$ cat src/rtl/local_frc_to_remote_packer.sv
// Packs remote-destined force records into AXIS beats, NUM_SUB_PACKETS per beat, first record in the top slot.
// Partial batches close on a record's last flag or after FLUSH_TIMEOUT idle cycles; one beat can wait behind the output register.
module local_frc_to_remote_packer #(
  parameter int AXIS_TDATA_WIDTH     = 512,
  parameter int NUM_SUB_PACKETS      = 4,
  parameter int SUB_PACKET_WIDTH     = 128,
  parameter int FLOAT_WIDTH          = 32,
  parameter int GLOBAL_CELL_ID_WIDTH = 4,
  parameter int PARTICLE_ID_WIDTH    = 8,
  parameter int FLUSH_TIMEOUT        = 64
) (
  input  logic                              clk,
  input  logic                              rst_n,
  input  logic [3*FLOAT_WIDTH-1:0]          i_frc,
  input  logic [3*GLOBAL_CELL_ID_WIDTH-1:0] i_gcid,
  input  logic [PARTICLE_ID_WIDTH-1:0]      i_parid,
  input  logic                              i_last,
  input  logic                              i_frc_valid,
  output logic                              o_frc_ready,
  output logic [AXIS_TDATA_WIDTH-1:0]       o_tdata,
  output logic                              o_tvalid,
  output logic                              o_tlast,
  input  logic                              i_tready
);

  localparam int SW        = SUB_PACKET_WIDTH;
  localparam int GW3       = 3 * GLOBAL_CELL_ID_WIDTH;
  localparam int LAST_BIT  = 3 * FLOAT_WIDTH;
  localparam int GCID_LSB  = LAST_BIT + 1;
  localparam int PARID_LSB = GCID_LSB + GW3;
  localparam int CNT_W     = (NUM_SUB_PACKETS > 1) ? $clog2(NUM_SUB_PACKETS) : 1;
  localparam int IDLE_W    = (FLUSH_TIMEOUT > 1) ? $clog2(FLUSH_TIMEOUT) : 1;
  localparam bit TO_EN     = (FLUSH_TIMEOUT != 0);
  localparam logic [CNT_W-1:0]  LAST_SLOT = CNT_W'(NUM_SUB_PACKETS - 1);
  localparam logic [IDLE_W-1:0] IDLE_MAX  = (FLUSH_TIMEOUT > 0) ? IDLE_W'(FLUSH_TIMEOUT - 1) : '0;

  logic [AXIS_TDATA_WIDTH-1:0] pack_q, pack_d;
  logic [AXIS_TDATA_WIDTH-1:0] out_q, out_d;
  logic [CNT_W-1:0]            slot_cntr_q, slot_cntr_d;
  logic [IDLE_W-1:0]           idle_cntr_q, idle_cntr_d;
  logic                        pack_full_q, pack_full_d;
  logic                        tvalid_q, tvalid_d;
  logic                        tlast_q, tlast_d;

  logic [SW-1:0]              rec_slot;
  logic [NUM_SUB_PACKETS-1:0] wr_en;
  logic [NUM_SUB_PACKETS-1:0] slot_last;
  logic                       out_free, accept, xfer, idle_tick, timeout;

  assign out_free    = ~tvalid_q | i_tready;
  assign o_frc_ready = rst_n & (~pack_full_q | out_free);
  assign accept      = i_frc_valid & o_frc_ready;
  assign xfer        = pack_full_q & out_free;
  // A non-empty slot counter implies the pack is still open, so it alone marks a partial batch.
  assign idle_tick   = (slot_cntr_q != '0) & ~pack_full_q & ~accept;
  assign timeout     = TO_EN & idle_tick & (idle_cntr_q == IDLE_MAX);

  always_comb begin
    rec_slot                        = '0;
    rec_slot[LAST_BIT-1:0]          = i_frc;
    rec_slot[LAST_BIT]              = i_last;
    rec_slot[GCID_LSB +: GW3]       = i_gcid;
    rec_slot[PARID_LSB +: PARTICLE_ID_WIDTH] = i_parid;
  end

  genvar gi;
  generate
    for (gi = 0; gi < NUM_SUB_PACKETS; gi++) begin : g_slot
      assign wr_en[gi]     = accept & (slot_cntr_q == CNT_W'(NUM_SUB_PACKETS - 1 - gi));
      assign slot_last[gi] = pack_q[gi*SW + LAST_BIT];
      // The incoming write wins over the clear that accompanies a transfer.
      assign pack_d[gi*SW +: SW] = wr_en[gi] ? rec_slot :
                                   (xfer ? '0 : pack_q[gi*SW +: SW]);
    end
  endgenerate

  always_comb begin
    slot_cntr_d = slot_cntr_q;
    pack_full_d = pack_full_q;
    idle_cntr_d = '0;
    out_d       = out_q;
    tvalid_d    = tvalid_q;
    tlast_d     = tlast_q;

    if (xfer) pack_full_d = 1'b0;

    if (accept) begin
      if (slot_cntr_q == LAST_SLOT || i_last) begin
        slot_cntr_d = '0;
        pack_full_d = 1'b1;
      end else begin
        slot_cntr_d = slot_cntr_q + CNT_W'(1);
      end
    end else if (idle_tick) begin
      if (timeout) begin
        slot_cntr_d = '0;
        pack_full_d = 1'b1;
      end else begin
        idle_cntr_d = idle_cntr_q + IDLE_W'(1);
      end
    end

    if (xfer) begin
      out_d    = pack_q;
      tvalid_d = 1'b1;
      tlast_d  = |slot_last;
    end else if (tvalid_q & i_tready) begin
      tvalid_d = 1'b0;
    end
  end

  always_ff @(posedge clk or negedge rst_n) begin
    if (!rst_n) begin
      pack_q      <= '0;
      out_q       <= '0;
      slot_cntr_q <= '0;
      idle_cntr_q <= '0;
      pack_full_q <= 1'b0;
      tvalid_q    <= 1'b0;
      tlast_q     <= 1'b0;
    end else begin
      pack_q      <= pack_d;
      out_q       <= out_d;
      slot_cntr_q <= slot_cntr_d;
      idle_cntr_q <= idle_cntr_d;
      pack_full_q <= pack_full_d;
      tvalid_q    <= tvalid_d;
      tlast_q     <= tlast_d;
    end
  end

  assign o_tdata  = out_q;
  assign o_tvalid = tvalid_q;
  assign o_tlast  = tlast_q;

endmodule

$ cat config.mk
export PLATFORM = sky130hd
export DESIGN_NAME = local_frc_to_remote_packer
export DESIGN_NICKNAME = d
export VERILOG_FILES = /design/src/rtl/local_frc_to_remote_packer.sv
export SDC_FILE = /design/constraint.sdc
export NUM_CORES = 1
export LEC_CHECK = 0
export CAP_MARGIN = 20
export CORE_UTILIZATION = 49
export DETAILED_ROUTE_END_ITERATION = 8
export PLACE_DENSITY_LB_ADDON = 0.25
export SKIP_LAST_GASP = 1
export SLEW_MARGIN = 20
export SYNTH_ARGS = -nofsm -noshare
export SYNTH_HDL_FRONTEND = slang
export SYNTH_SLANG_ARGS = --single-unit
$ cat constraint.sdc
create_clock -name clk -period 1.6 [get_ports clk]
set_clock_uncertainty 0.05 [all_clocks]
set_input_delay 0.32 -clock clk [delete_from_list [all_inputs] [get_ports clk]]
set_output_delay 0.32 -clock clk [all_outputs]
set_load 0.02 [all_outputs]
Word-level counts from Yosys, hierarchy flattened
Cells that the tools add are included.
- input bits: 121
- word-level logic and storage cells: 63
- RAM bits: 0
- bits in registers: 1035
- bits in latches: 0
- output and inout port bits: 515
- memories: 0
- ROM bits: 0
- multiply operators: 0
- eq/ne operators: 4
- div/mod/pow operators: 0
- $lt $le $gt $ge: 0
- shifts and indexed selects: 0
- bitwise operators: 16
- add/sub/neg operators: 2
- reductions and logical operators: 12
- multiplexer cells: 19
- operators with widths (kind ; number):
    $mux 128 ; 5
    $mux 6 ; 3
    $reduce_bool 2->1 ; 8
    $and 1x1->1 ; 11
    $mux 2 ; 4
    $mux 1 ; 7
    $add 6x1->6 const B ; 1
    $eq 6x6->1 const B ; 1
    $eq 2x2->1 const B ; 2
    $reduce_or 4->1 ; 1
    $not 1->1 ; 3
    $add 2x1->2 const B ; 1
    $eq 2x1->1 const B ; 1
    $logic_not 2->1 ; 1
    $or 1x1->1 ; 2
    $reduce_and 2->1 ; 1
    $logic_or 1x1->1 ; 1

Longest topological paths before layout
- depth after elaboration: 11
- depth in mapped cells: 7
- depth with buffers taken out: 5

Worst setup path before layout
OpenSTA, ideal clock, no wires.
- kind: register to register
- start point: register tvalid_q, in the netlist o_tvalid
- end point: register out_q[100], in the netlist o_tdata[100]
- stages on the path, launching flop included: 7
- path buffers: 3
- period minus slack after synthesis: 1681 ps
- arrival time: 1507 ps
- slack: -81 ps
- required time: 1425 ps
- setup time: 125 ps
- cells stage by stage: dfrtp_1 nand2b_1 buf_2 nand2_2 buf_2 buf_4 mux2_2
- cells in the longest elaborated chain, start to end: 3
- ends and longest elaborated chain (item ; RTL line ; text):
    start, declared ; 42 ; logic tvalid_q, tvalid_d;
    start signal, assigned ; 127 ; tvalid_q <= tvalid_d;
    $not 1->1 ; 50 ; assign out_free = ~tvalid_q | i_tready;
    $or 1x1->1 ; 50 ;
    $and 1x1->1 ; 53 ; assign xfer = pack_full_q & out_free;
    end signal, assigned ; 123 ; out_q <= out_d;
    end, declared ; 38 ; logic [AXIS_TDATA_WIDTH-1:0] out_q, out_d;
Every way passes these cells.
A chain may end at the register's enable or synchronous reset.

Final worst setup path
- start point: register pack_full_q
- end point: register pack_q[452]
- cells in the longest elaborated chain, start to end: 6
- elaborated cells between the ends (all ways): 8
- classes of those cells: mux (1); bitwise (6); reduce/logical (1)
- ends and longest elaborated chain (item ; RTL line ; text):
    start, declared ; 41 ; logic pack_full_q, pack_full_d;
    start signal, assigned ; 126 ; pack_full_q <= pack_full_d;
    $not 1->1 ; 51 ; assign o_frc_ready = rst_n & (~pack_full_q | out_free);
    $or 1x1->1 ; 51 ;
    $and 1x1->1 ; 51 ;
    $and 1x1->1 ; 52 ; assign accept = i_frc_valid & o_frc_ready;
    $and 1x1->1 ; 69 ; assign wr_en[gi] = accept & (slot_cntr_q == CNT_W'(NUM_SUB_PACKETS - 1 - gi));
    $mux 128 or $reduce_bool 2->1 (tied branches) ; -- ;
    end signal, assigned ; 122 ; pack_q <= pack_d;
    end, declared ; 37 ; logic [AXIS_TDATA_WIDTH-1:0] pack_q, pack_d;
Several ways; a longest one is shown, not always the timed one.

==> results by group <==
Detailed routing
  – Final ANT Viol Nets: 0
  – DR DRC count: 0
  – Vias per inst: between 5 and 6
  – Post-Route WL: 118000 microns
  – First-pass DRT Iterations: 5
  – Initial DRC count: approximately 1300
  – Vias: approximately 25000
  – DR WL/cell: roughly 26 microns

Layout
  – Commonest cells after routing, fill and taps aside: 944 x dfrtp_1, 609 x mux2_2, 467 x a21boi_0
  – Final net count: 3580
  – Most common cell after layout, fill and taps aside: dfrtp_1
  – Layout area overhead: 36.0%
  – Util after Layout: 0.679
  – # fillers: 5345
  – Non-filler cells in the finished layout: roughly 4600
  – Layout cell share with drive strength beyond 1: 0.534

Yosys
  – Synthesized instance count: 2651
  – Post-synthesis register bit count: ~950
  – Async S/R FF share, synth: 1.00
  – Area leader, netlist: dfrtp_1
  – Synthesized cell area: 39700 sq um
  – Post-synth cell types: 34
  – Seq/Total Area, Yosys: 0.597
  – Syn Area/Cell: between 10 and 15 sq um
  – EDFF count, synth: 0
  – Main synth FF type: dfrtp_1
  – Area share of the largest cell type after synthesis: 0.597
  – Synth area leaders: dfrtp_1 60%, mux2_2 26%, a21boi_0 8.9%
  – Synth Warn #: 0

Placed design
  – Pre-CTS setup slack: -0.629 ns
  – Hpwl dp: between 70000 and 80000 microns
  – Number of buffers added on ports: slightly below 600
  – Placer Congestion: between 0.8 and 0.9
  – Placed cell count: around 4300

STA
  – RSZ-0062 raised after global routing: yes
  – Hold Vio Cnt, Final: 0
  – Final period util: 1.19
  – Final WS setup: -0.311 ns
  – TNS Setup: -207.30 ns
  – # setup viols final: approximately 950
  – FMAX: 523 MHz
  – Max-slew violations: 0
  – Min Tclk post-route: roughly 1.9 ns
  – Relative slew slack: 0.350
  – Actual slew at the worst max-slew pin: about 0.98 ns

CTS
  – H-tree Lvls: 3
  – Clock transition at path regs: around 0.060 ns
  – CTS buffer count: 100
  – Root buffer cell: clkbuf_16
  – TritonCTS clock tree: built
  – Clk_lat worst skew: approximately 0.64 ns
  – Max Root-Sink Buffers: 3
  – Clk sink count: approximately 950

Setup path
  – Critical path class: flop to flop
  – CP max FO: 10
  – Worst EP required: ~2.1 ns
  – Worst setup path endpoint: pack_q[452]$_DFFE_PN0P_
  – Critical Path End Type: flop
  – R2r worst-path depth: 7
  – Crit path DAT: ~2.4 ns
  – Setup crit start: pack_full_q$_DFF_PN0_
  – RR Endpoint: pack_q[452]$_DFFE_PN0P_
  – Worst R2R Setup Slack: -0.31 ns
  – Setup crit start kind: flop
  – Worst r2r src: pack_full_q$_DFF_PN0_

Status
  – Failing checks: negative setup slack
  – Status: finished with violations

Pwr
  – Peak VDD IR: between 0.0009 and 0.001 V
  – P_leak: 27.7 nW
  – Total power: 79.1 mW
  – Power per Cell Area: around 1500 nW/um^2

Floorplan
  – Starting Density: 0.499
  – Die extent in x: 287 microns
  – Die area: 82100 sq um
  – Core Region: slightly below 80000 sq um
  – Num rows: 103
  – Top Ports: about 640
  – Die height: 287 microns

Global route
  – First-pass GRT wire length: approximately 160000 microns
  – GRT Total Usage: 0.252
  – Largest net degree at the start of global routing: ~160
  – Antenna violations before repair: 11
  – Total global routing overflow: 0
  – Vias in the first global route: roughly 26000

Hold path
  – HP Class: input pin to asynchronous set/reset pin

Run
  – Max Cap Violations: 0
## sequential cells by signal, indices dropped and copies added, names as in the netlist
register / cells
idle_cntr_q: 6
pack_full_q: 1
pack_q: 468
slot_cntr_q: 2
o_tdata: 468
o_tvalid: 1
o_tlast: 1
## per-layer routing
layer | wire length, microns | global-route usage
met2 | 57000 | 0.409
met5 | 53 | 0
met4 | 3710 | 0.0940
met1 | 48700 | 0.325
met3 | 8260 | 0.0649
## cell usage after synthesis, types with 2 or more instances
master,instances
nand3_4,4
and2_1,3
a21boi_0,468
mux2_1,2
a21oi_1,2
nand4_1,2
buf_4,89
clkbuf_2,7
buf_1,21
nor4_1,2
nand2_1,3
dfrtp_1,947
xor2_1,2
mux2_2,914
clkbuf_1,68
inv_1,4
nand3_1,3
buf_2,47
o31ai_1,2
nor2_1,7
buf_6,18
ha_1,5
mux2_4,20
## how the worst min path moves through the flow
stage / to / cells past startpoint
final: o_tdata[465]$_DFFE_PN0P_ / 4
after global routing: o_tdata[45]$_DFFE_PN0P_ / 4
after CTS: pack_q[45]$_DFFE_PN0P_ / 4
after detailed placement: pack_q[307]$_DFFE_PN0P_ / 3
after global placement: pack_q[307]$_DFFE_PN0P_ / 3
after floorplan: idle_cntr_q[0]$_DFF_PN0_ / 0
## stage by stage
step	hold WS, ns	instance area [sq um]
after global placement	0.386	47900
after floorplan	-0.0256	39800
after detailed placement	0.390	47900
after global routing	0.0923	53900
after CTS	0.0547	50600
final	0.0669	54000
## worst max-delay path, cell delays in order, from the launching register on
cell and delay, ns:
dfrtp_4 0.45, nand3b_4 0.09, buf_4 0.15, buf_12 0.14, nand3_4 0.17, buf_12 0.19, buf_4 0.19, mux2_2 0.34
## timing repair
| item | 4_1_cts | 5_1_grt |
|---|---|---|
| pin swaps | 2 | 4 |
| endpoints found under the setup margin | 1382 | 1071 |
| resized for setup | 2418 | 380 |
| gates cloned | 2 | 69 |
| hold endpoints to repair | 193 | 0 |
| buffers inserted | 38 | 31 |
| hold buffers | 2 | 0 |
## where the power goes
part	switching (mW)	internal (mW)
combinational	11.2	12.0
clock	9.56	13.9
sequential	3.36	29.1
total	24.1	55.0
## area by class of cell
type	count	area (sq um)	area share
Clock buffer	152	3010	0.0558
Tap cell	1050	1310	0.0244
Inverter	4	15.0	0.000278
Sequential cell	947	23700	0.439
Clock inverter	25	317	0.00587
Multi-Input combinational cell	1494	15800	0.294
Antenna cell	7	17.5	0.000325
Timing Repair Buffer	907	9740	0.180
## cell families after synthesis
kind of cell,count (synthesis),share of synthesized area
mux,936,0.268
other cells,1,0.0000945
buf+inv,254,0.0376
compound gates,477,0.0901
xor+xnor,3,0.000662
simple gates,28,0.00517
flops,947,0.597
fa+ha+maj,5,0.00158
No activity file was read; power rests on OpenSTA's default activity.
